==> config.mk <==
export PLATFORM = sky130hd
export DESIGN_NAME = joy_dir_filter
export DESIGN_NICKNAME = d
export VERILOG_FILES = /design/src/rtl/joy_dir_filter.sv
export SDC_FILE = /design/constraint.sdc
export NUM_CORES = 1
export LEC_CHECK = 0
export CAP_MARGIN = 20
export CORE_MARGIN = 1.5
export CORE_UTILIZATION = 35
export CTS_CLUSTER_DIAMETER = 150
export DETAILED_ROUTE_END_ITERATION = 10
export MAX_ROUTING_LAYER = met4
export RECOVER_POWER = 50
export SLEW_MARGIN = 15
export SYNTH_ARGS = -nofsm -noshare
export SYNTH_HDL_FRONTEND = slang
export SYNTH_SLANG_ARGS = --single-unit
==> constraint.sdc <==
create_clock -name clk -period 4.8 [get_ports clk]
set_clock_uncertainty 0.05 [all_clocks]
set_input_delay 0.96 -clock clk [delete_from_list [all_inputs] [get_ports clk]]
set_output_delay 0.96 -clock clk [all_outputs]
set_load 0.01 [all_outputs]
==> src/rtl/joy_dir_filter.sv <==
// joy_dir_filter: per-player joystick direction conditioner.
// The raw directions are synchronised and debounced. A runtime-selected policy
// (pass, 4-way last-pressed, 4-way first-held, 8-way SOCD cancel) is then
// applied, and each player gets a change strobe.
//
// Output strobe semantics: dir_chg[p] is high for exactly one clk, on the
// same edge that outdir[4p+3:4p] takes a new value. There is no back-pressure;
// a consumer that needs the change samples it on that clk.
module joy_dir_filter #(
  parameter int NUM_PLAYERS = 2,
  parameter int DEBOUNCE    = 4,
  parameter int CNT_W       = 3
) (
  input  logic                     clk,
  input  logic                     reset,
  input  logic                     ce,
  input  logic [1:0]               mode,
  input  logic [4*NUM_PLAYERS-1:0] indir,
  output logic [4*NUM_PLAYERS-1:0] outdir,
  output logic [NUM_PLAYERS-1:0]   dir_chg,
  output logic [3*NUM_PLAYERS-1:0] dbg_sel
);

  localparam int NB = 4 * NUM_PLAYERS;

  // Selection state for the 4-way policies; exported on dbg_sel per player.
  typedef enum logic [2:0] {
    SEL_IDLE  = 3'd0,
    SEL_UP    = 3'd1,
    SEL_DOWN  = 3'd2,
    SEL_LEFT  = 3'd3,
    SEL_RIGHT = 3'd4
  } sel_t;

  // Fixed priority up > down > left > right; bit order is {up,down,left,right}.
  function automatic sel_t pick_dir(input logic [3:0] v);
    if (v[3])      return SEL_UP;
    else if (v[2]) return SEL_DOWN;
    else if (v[1]) return SEL_LEFT;
    else if (v[0]) return SEL_RIGHT;
    else           return SEL_IDLE;
  endfunction

  function automatic logic [3:0] dir_onehot(input sel_t s);
    case (s)
      SEL_UP:    return 4'b1000;
      SEL_DOWN:  return 4'b0100;
      SEL_LEFT:  return 4'b0010;
      SEL_RIGHT: return 4'b0001;
      default:   return 4'b0000;
    endcase
  endfunction

  function automatic logic is_held(input sel_t s, input logic [3:0] v);
    return |(dir_onehot(s) & v);
  endfunction

  logic [NB-1:0] sync1_q;
  logic [NB-1:0] sync2_q;
  logic [NB-1:0] db;
  logic [1:0]    mode_q;
  logic          mode_chg;

  // Two-flop synchroniser, runs every clk independent of ce.
  always_ff @(posedge clk) begin
    if (reset) begin
      sync1_q <= '0;
      sync2_q <= '0;
    end else begin
      sync1_q <= indir;
      sync2_q <= sync1_q;
    end
  end

  // Remember last mode so a mode switch can clear all players for one edge.
  always_ff @(posedge clk) begin
    if (reset) mode_q <= 2'd0;
    else       mode_q <= mode;
  end

  assign mode_chg = (mode != mode_q);

  generate
    if (DEBOUNCE == 0) begin : g_nodb
      assign db = sync2_q;
    end else begin : g_db
      localparam logic [CNT_W-1:0] CNT_LAST = CNT_W'(DEBOUNCE - 1);
      for (genvar b = 0; b < NB; b++) begin : g_bit
        logic [CNT_W-1:0] cnt_q;
        logic             db_q;

        // Per-bit debounce: DEBOUNCE consecutive differing ce samples flip the bit.
        always_ff @(posedge clk) begin
          if (reset) begin
            cnt_q <= '0;
            db_q  <= 1'b0;
          end else if (ce) begin
            if (sync2_q[b] == db_q) begin
              cnt_q <= '0;
            end else if (cnt_q == CNT_LAST) begin
              db_q  <= sync2_q[b];
              cnt_q <= '0;
            end else begin
              cnt_q <= cnt_q + 1'b1;
            end
          end
        end

        assign db[b] = db_q;
      end
    end
  endgenerate

  for (genvar p = 0; p < NUM_PLAYERS; p++) begin : g_player
    logic [3:0] db_p;
    logic [3:0] prev_q;
    logic [3:0] rise;
    logic [3:0] out_q;
    logic [3:0] out_next;
    logic       chg_q;
    sel_t       sel_q;
    sel_t       sel_next;

    assign db_p = db[4*p +: 4];
    assign rise = db_p & ~prev_q;

    // Next selection and output for this player under the current policy.
    always_comb begin
      sel_next = sel_q;
      out_next = 4'b0000;
      if (mode_chg) begin
        sel_next = SEL_IDLE;
      end else begin
        case (mode)
          2'd0: begin
            sel_next = SEL_IDLE;
            out_next = db_p;
          end
          2'd1: begin
            if (|rise)
              sel_next = pick_dir(rise);
            else if (sel_q != SEL_IDLE && !is_held(sel_q, db_p))
              sel_next = pick_dir(db_p);
            out_next = dir_onehot(sel_next);
          end
          2'd2: begin
            // IDLE is never "held", so this also covers the IDLE->SEL entry.
            if (!is_held(sel_q, db_p))
              sel_next = pick_dir(db_p);
            out_next = dir_onehot(sel_next);
          end
          default: begin
            sel_next = SEL_IDLE;
            out_next = db_p;
            if (db_p[3] && db_p[2]) out_next[3:2] = 2'b00;
            if (db_p[1] && db_p[0]) out_next[1:0] = 2'b00;
          end
        endcase
      end
    end

    // Register selection, previous debounced bits, output and change strobe.
    always_ff @(posedge clk) begin
      if (reset) begin
        sel_q  <= SEL_IDLE;
        prev_q <= 4'b0000;
        out_q  <= 4'b0000;
        chg_q  <= 1'b0;
      end else begin
        sel_q  <= sel_next;
        prev_q <= db_p;
        out_q  <= out_next;
        chg_q  <= (out_next != out_q);
      end
    end

    assign outdir[4*p +: 4]  = out_q;
    assign dir_chg[p]        = chg_q;
    assign dbg_sel[3*p +: 3] = sel_q;
  end

endmodule

== Word level (Yosys, flattened, before mapping) ==
Index checks and enable logic that the tools add are counted.
Widths: inputs -> output; s select.
Word-level totals
  bits in registers: 74
  latch bits: 0
  RAM bits: 0
  ROM bits: 0
  logic and storage cells: 194
  memories: 0
Operators by class
  add/sub/neg operators: 8
  multipliers: 0
  div/mod/pow operators: 0
  $lt $le $gt $ge: 0
  equal/unequal tests: 45
  shift-type cells: 0
  muxes and demuxes: 72
  bitwise gates (word level): 16
  reduce and logical (&&, ||, !) cells: 26
Operators with widths (count)
  $mux 3: 46
  $pmux 4 s4: 6
  $eq 3x2->1 const B: 20
  $mux 4: 12
  $add 3x1->3 const B: 8
  $and 4x4->4: 6
  $pmux 4 s3: 2
  $reduce_and 3->1: 8
  $reduce_or 4->1: 6
  $eq 3x1->1 const B: 6
  $eq 3x3->1 const B: 6
  $pmux 3 s2: 2
  $eq 1x1->1: 8
  $mux 2: 4
  $ne 4x4->1: 2
  $not 1->1: 8
  $not 4->4: 2
  $logic_and 1x1->1: 6
  $reduce_bool 3->1: 2
  $eq 2x1->1 const B: 1
  $eq 2x2->1 const B: 1
  $logic_not 1->1: 2
  $logic_not 2->1: 1
  $ne 2x2->1: 1
  $reduce_or 2->1: 1

== Logic depth before layout (Yosys ltp) ==
  depth after elaboration: 19
  mapped depth: 10
  gate-level depth less buffers: 9

== Worst setup path after synthesis ==
Ideal clock, no wire load.
  path kind: input to register
  from: input mode[0]
  to: register g_player[0].chg_q
  library setup time: 0.139 ns
  arrival: 2.478 ns
  data required time: 4.611 ns
  path slack: 2.133 ns
  stages: 9
  buffers on the path: 1
  cells stage by stage: ha_1 > clkbuf_1 > inv_1 > o21ai_0 > nand2_1 > and3_1 > nor4_1 > o311a_1 > a41oi_1
Between the ends
  cells in the longest elaborated chain, start to end: 4
  elaborated cells between the ends (all ways): 7
RTL lines
  start, declared: line 17  | input logic [1:0] mode,
  $eq 2x2->1 (tied with other cells): line 134  | case (mode)
  $pmux 4 s3: line 134
  $mux 4 (*): line 131  | if (mode_chg) begin
  $ne 4x4->1 (*): line 173  | chg_q <= (out_next != out_q);
  end signal, assigned: line 173
  end, declared: line 120  | logic chg_q;
Every way passes the cells marked *; elsewhere a longest branch is shown, timed or not.
A chain may end at the register's enable or synchronous reset.

== Final worst setup path ==
  from: input ce
  to: register g_db.g_bit[5].db_q
Between the ends
  cells in the longest elaborated chain, start to end: 1
RTL lines
  start, declared: line 16  | input logic ce,
  $reduce_and 3->1 (no source line)
  end signal, assigned: line 101  | db_q <= sync2_q[b];
  end, declared: line 90  | logic db_q;
No other way between the ends.

==> run summary <==
Cts hold-fix bufs - 0
R2R depth - 7
R2r endpoint - g_player[1].chg_q$_SDFF_PP0_
P&R area growth vs syn - 13.9%
Fmax achieved - 288 MHz
Number of global-route vias before repair - 3355
Clock slew at reported path FFs - 0.08 ns
Synth Flop Type - dfxtp_1
RSZ-0062 raised after global routing - false
Slowest stage delay, CP - 0.74 ns
Min Tclk post-route - 3.47 ns
Peak VDD IR - 0.119 mV
TritonCTS clock tree - built
Placer Congestion - 0.886
Max cap viols - 1
Worst-Skew Late Latency - 0.35 ns
Hold depth - 1
Post-CTS Setup Inserts - 0
CTS Sinks - 74
Die W - 109 µm
Final Setup Violations - 0
Logic gate share of total power - 8.0%
Wire length per cell - 13.6 µm
Delay-heaviest family, CP - buffers and inverters
Fin nets - 527
Port Buffer Count - 28
WP buf/inv - 3
Crit path required time - 4.93 ns
Sequential Power Share - 51.4%
Async SR Flop Fraction - 0%
Startpoint Class - primary input
Via/cell ratio - 5.36
WP data arrival - 3.60 ns
DR pass1 iterations - 4
Largest fanout on the critical path - 29
HPWL Detailed - 6300 µm
Violated checks - max-capacitance violations, max-slew violations
Syn Nets - 513
Start point of the critical path - ce
Die area - 11800 µm²
Global-route wire length before repair - 15300 µm
Drc violations - 0
CTS resizes - 0
WL final - 8800 µm
Largest net degree at the start of global routing - 41
Crit path capture type - register
Hold Vio Cnt, Final - 0
Die Span Y - 109 µm
DRT antenna net count - 0
Sw Ratio - 24.9%
Syn avg cell area - 8.04 µm²
CTS max path bufs - 2
Clock Power Share - 40.6%
Final TNS setup - 0 ns
Layout cell share with drive strength beyond 1 - 4.93%
Status - finished with violations
P per Cell Area - 275 nW/µm²
H-tree level count - 3
GRT Overall Usage - 16.7%
1st-iter DRT viols - 190
Yosys warning count - 0
Clock buffer count from CTS - 9
Pins over their slew limit - 41
Total grt overflow - 0
Tightest Pin Transition - 1.65 ns
Number of synthesized flops with an enable pin - 0
Max_slew headroom - -10.0%
Min-delay worst type - reg2reg
Mapped Cells - 488
Leak Pwr - 1.66 nW
Reg2Reg Launch Point - g_player[1].sel_q[1]$_SDFF_PP0_
Clock Tree Root - clkbuf_8
Crit-path cells - dlygate4sd3_1, clkbuf_1, inv_1, or2_2, mux2i_1, nor2_1
Cell Area, Synth - 3920 µm²
Vias - 3471
Core ar. - 10900 µm²
FF-to-FF setup slack - 2.27 ns
Starting Density - 36.0%
Fin crit share - 72.4%
Crit path kind - in2reg
N_diodes - 0
Worst Hold Slack - 0.390 ns
Seq cells post-synth - 74
Slowest CP cell - clkbuf_1
Io pins - 29
Worst Setup EP - g_db.g_bit[5].db_q$_SDFFE_PP0P_
Initial antenna violation count - 0
Sequential share of the synthesized area - 37.8%
CP Depth - 6
Net Sw Power - 0.306 mW
Pint - 0.921 mW
Synth cell types - 63
Cell Rows - 38
==> flip-flops by register name, indices dropped and copies added (netlist names) <==
signal / flops
g_db.g_bit.db_q: 8
mode_q: 2
g_player.out_q: 8
sync2_q: 8
g_player.chg_q: 2
g_db.g_bit.cnt_q: 24
g_player.prev_q: 8
g_player.sel_q: 6
sync1_q: 8
==> area by class of cell <==
class | count | area [µm²]
fill | 1102 | 6420
multi-input combinational | 366 | 2240
sequential | 74 | 1480
timing repair buffer | 30 | 282
tap | 140 | 175
clock buffer | 11 | 141
inverter | 21 | 78.8
clock inverter | 5 | 62.6
==> Yosys cell counts (4+ instances only) <==
| master | instances | area share [%] |
|---|---|---|
| dfxtp_1 | 74 | 38 |
| nor2_1 | 57 | 5.5 |
| a21oi_1 | 44 | 5.6 |
| nand2_1 | 34 | 3.3 |
| nor2b_1 | 31 | 4.9 |
| nand2b_1 | 27 | 4.3 |
| inv_1 | 21 | 2.0 |
| clkbuf_1 | 20 | 1.9 |
| o21ai_0 | 14 | 1.8 |
| nand3_1 | 13 | 1.7 |
| nor3_1 | 13 | 1.7 |
| ha_1 | 12 | 3.8 |
| a211oi_1 | 8 | 1.5 |
| nor4_1 | 8 | 1.3 |
| nand4_1 | 7 | 1.1 |
| nor3b_1 | 7 | 1.3 |
| xor2_1 | 7 | 1.6 |
| o31a_1 | 6 | 1.3 |
| and2_1 | 5 | 0.80 |
| mux2i_1 | 5 | 1.3 |
| buf_1 | 4 | 0.38 |
| or2_2 | 4 | 0.64 |
==> per-stage QoR <==
stage	util, %	setup WS, ns	cells	area [µm²]	total power, mW
3_3_place_gp	39.2	1.11	631	4270	0.743
4_1_cts	41.1	1.41	647	4470	1.25
6_report	41.0	1.33	647	4470	1.23
5_1_grt	41.0	1.05	647	4470	1.29
2_1_floorplan	-	2.13	488	3920	0.713
3_5_place_dp	39.2	1.05	631	4270	0.744
==> cells in the final DEF, fill, tap and decap left out, drive strengths merged, types with 5 or more instances in the layout <==
| master | instances |
|---|---|
| a211oi | 8 |
| a21oi | 44 |
| and2 | 6 |
| clkbuf | 14 |
| clkdlybuf4s50 | 22 |
| dfxtp | 74 |
| dlygate4sd3 | 5 |
| ha | 12 |
| inv | 22 |
| mux2i | 6 |
| nand2 | 34 |
| nand2b | 27 |
| nand3 | 13 |
| nand4 | 7 |
| nor2 | 57 |
| nor2b | 31 |
| nor3 | 13 |
| nor3b | 7 |
| nor4 | 8 |
| o21ai | 16 |
| o31a | 6 |
| or2 | 6 |
| xor2 | 7 |
==> worst min path at each step <==
stage                     slack, ns                  start                     to
after floorplan                0.36  sync1_q[0]$_SDFF_PP0_  sync2_q[0]$_SDFF_PP0_
after detailed placement       0.37  sync1_q[6]$_SDFF_PP0_  sync2_q[6]$_SDFF_PP0_
after global routing           0.41  sync1_q[3]$_SDFF_PP0_  sync2_q[3]$_SDFF_PP0_
final                          0.39  sync1_q[6]$_SDFF_PP0_  sync2_q[6]$_SDFF_PP0_
after global placement         0.37  sync1_q[2]$_SDFF_PP0_  sync2_q[2]$_SDFF_PP0_
after CTS                      0.39  sync1_q[6]$_SDFF_PP0_  sync2_q[6]$_SDFF_PP0_
==> logic make-up after synthesis <==
| logic type | share of synthesized area [%] |
|---|---|
| compound gates | 18.8 |
| xor+xnor | 2.23 |
| fa+ha+maj | 3.83 |
| buf+inv | 4.98 |
| flops | 37.8 |
| mux | 2.30 |
| simple gates | 30.1 |
==> routing by layer <==
metal	vias up	wire [µm]	global-route usage [%]
li1	1737	-	-
met1	1622	4140	20.2
met2	94	4020	25.9
met3	18	457	3.83
met4	0	178	8.65
met5	-	0	-
==> power by group through the flow <==
stage | Sequential, mW | Combinational [mW] | Clock, mW
after floorplan | 0.644 | 0.0690 | 0
after global placement | 0.645 | 0.0978 | 0
after detailed placement | 0.645 | 0.0985 | 0
after CTS | 0.631 | 0.0990 | 0.520
after global routing | 0.632 | 0.110 | 0.544
final | 0.630 | 0.0979 | 0.498
(Power assumes the default switching activity.)
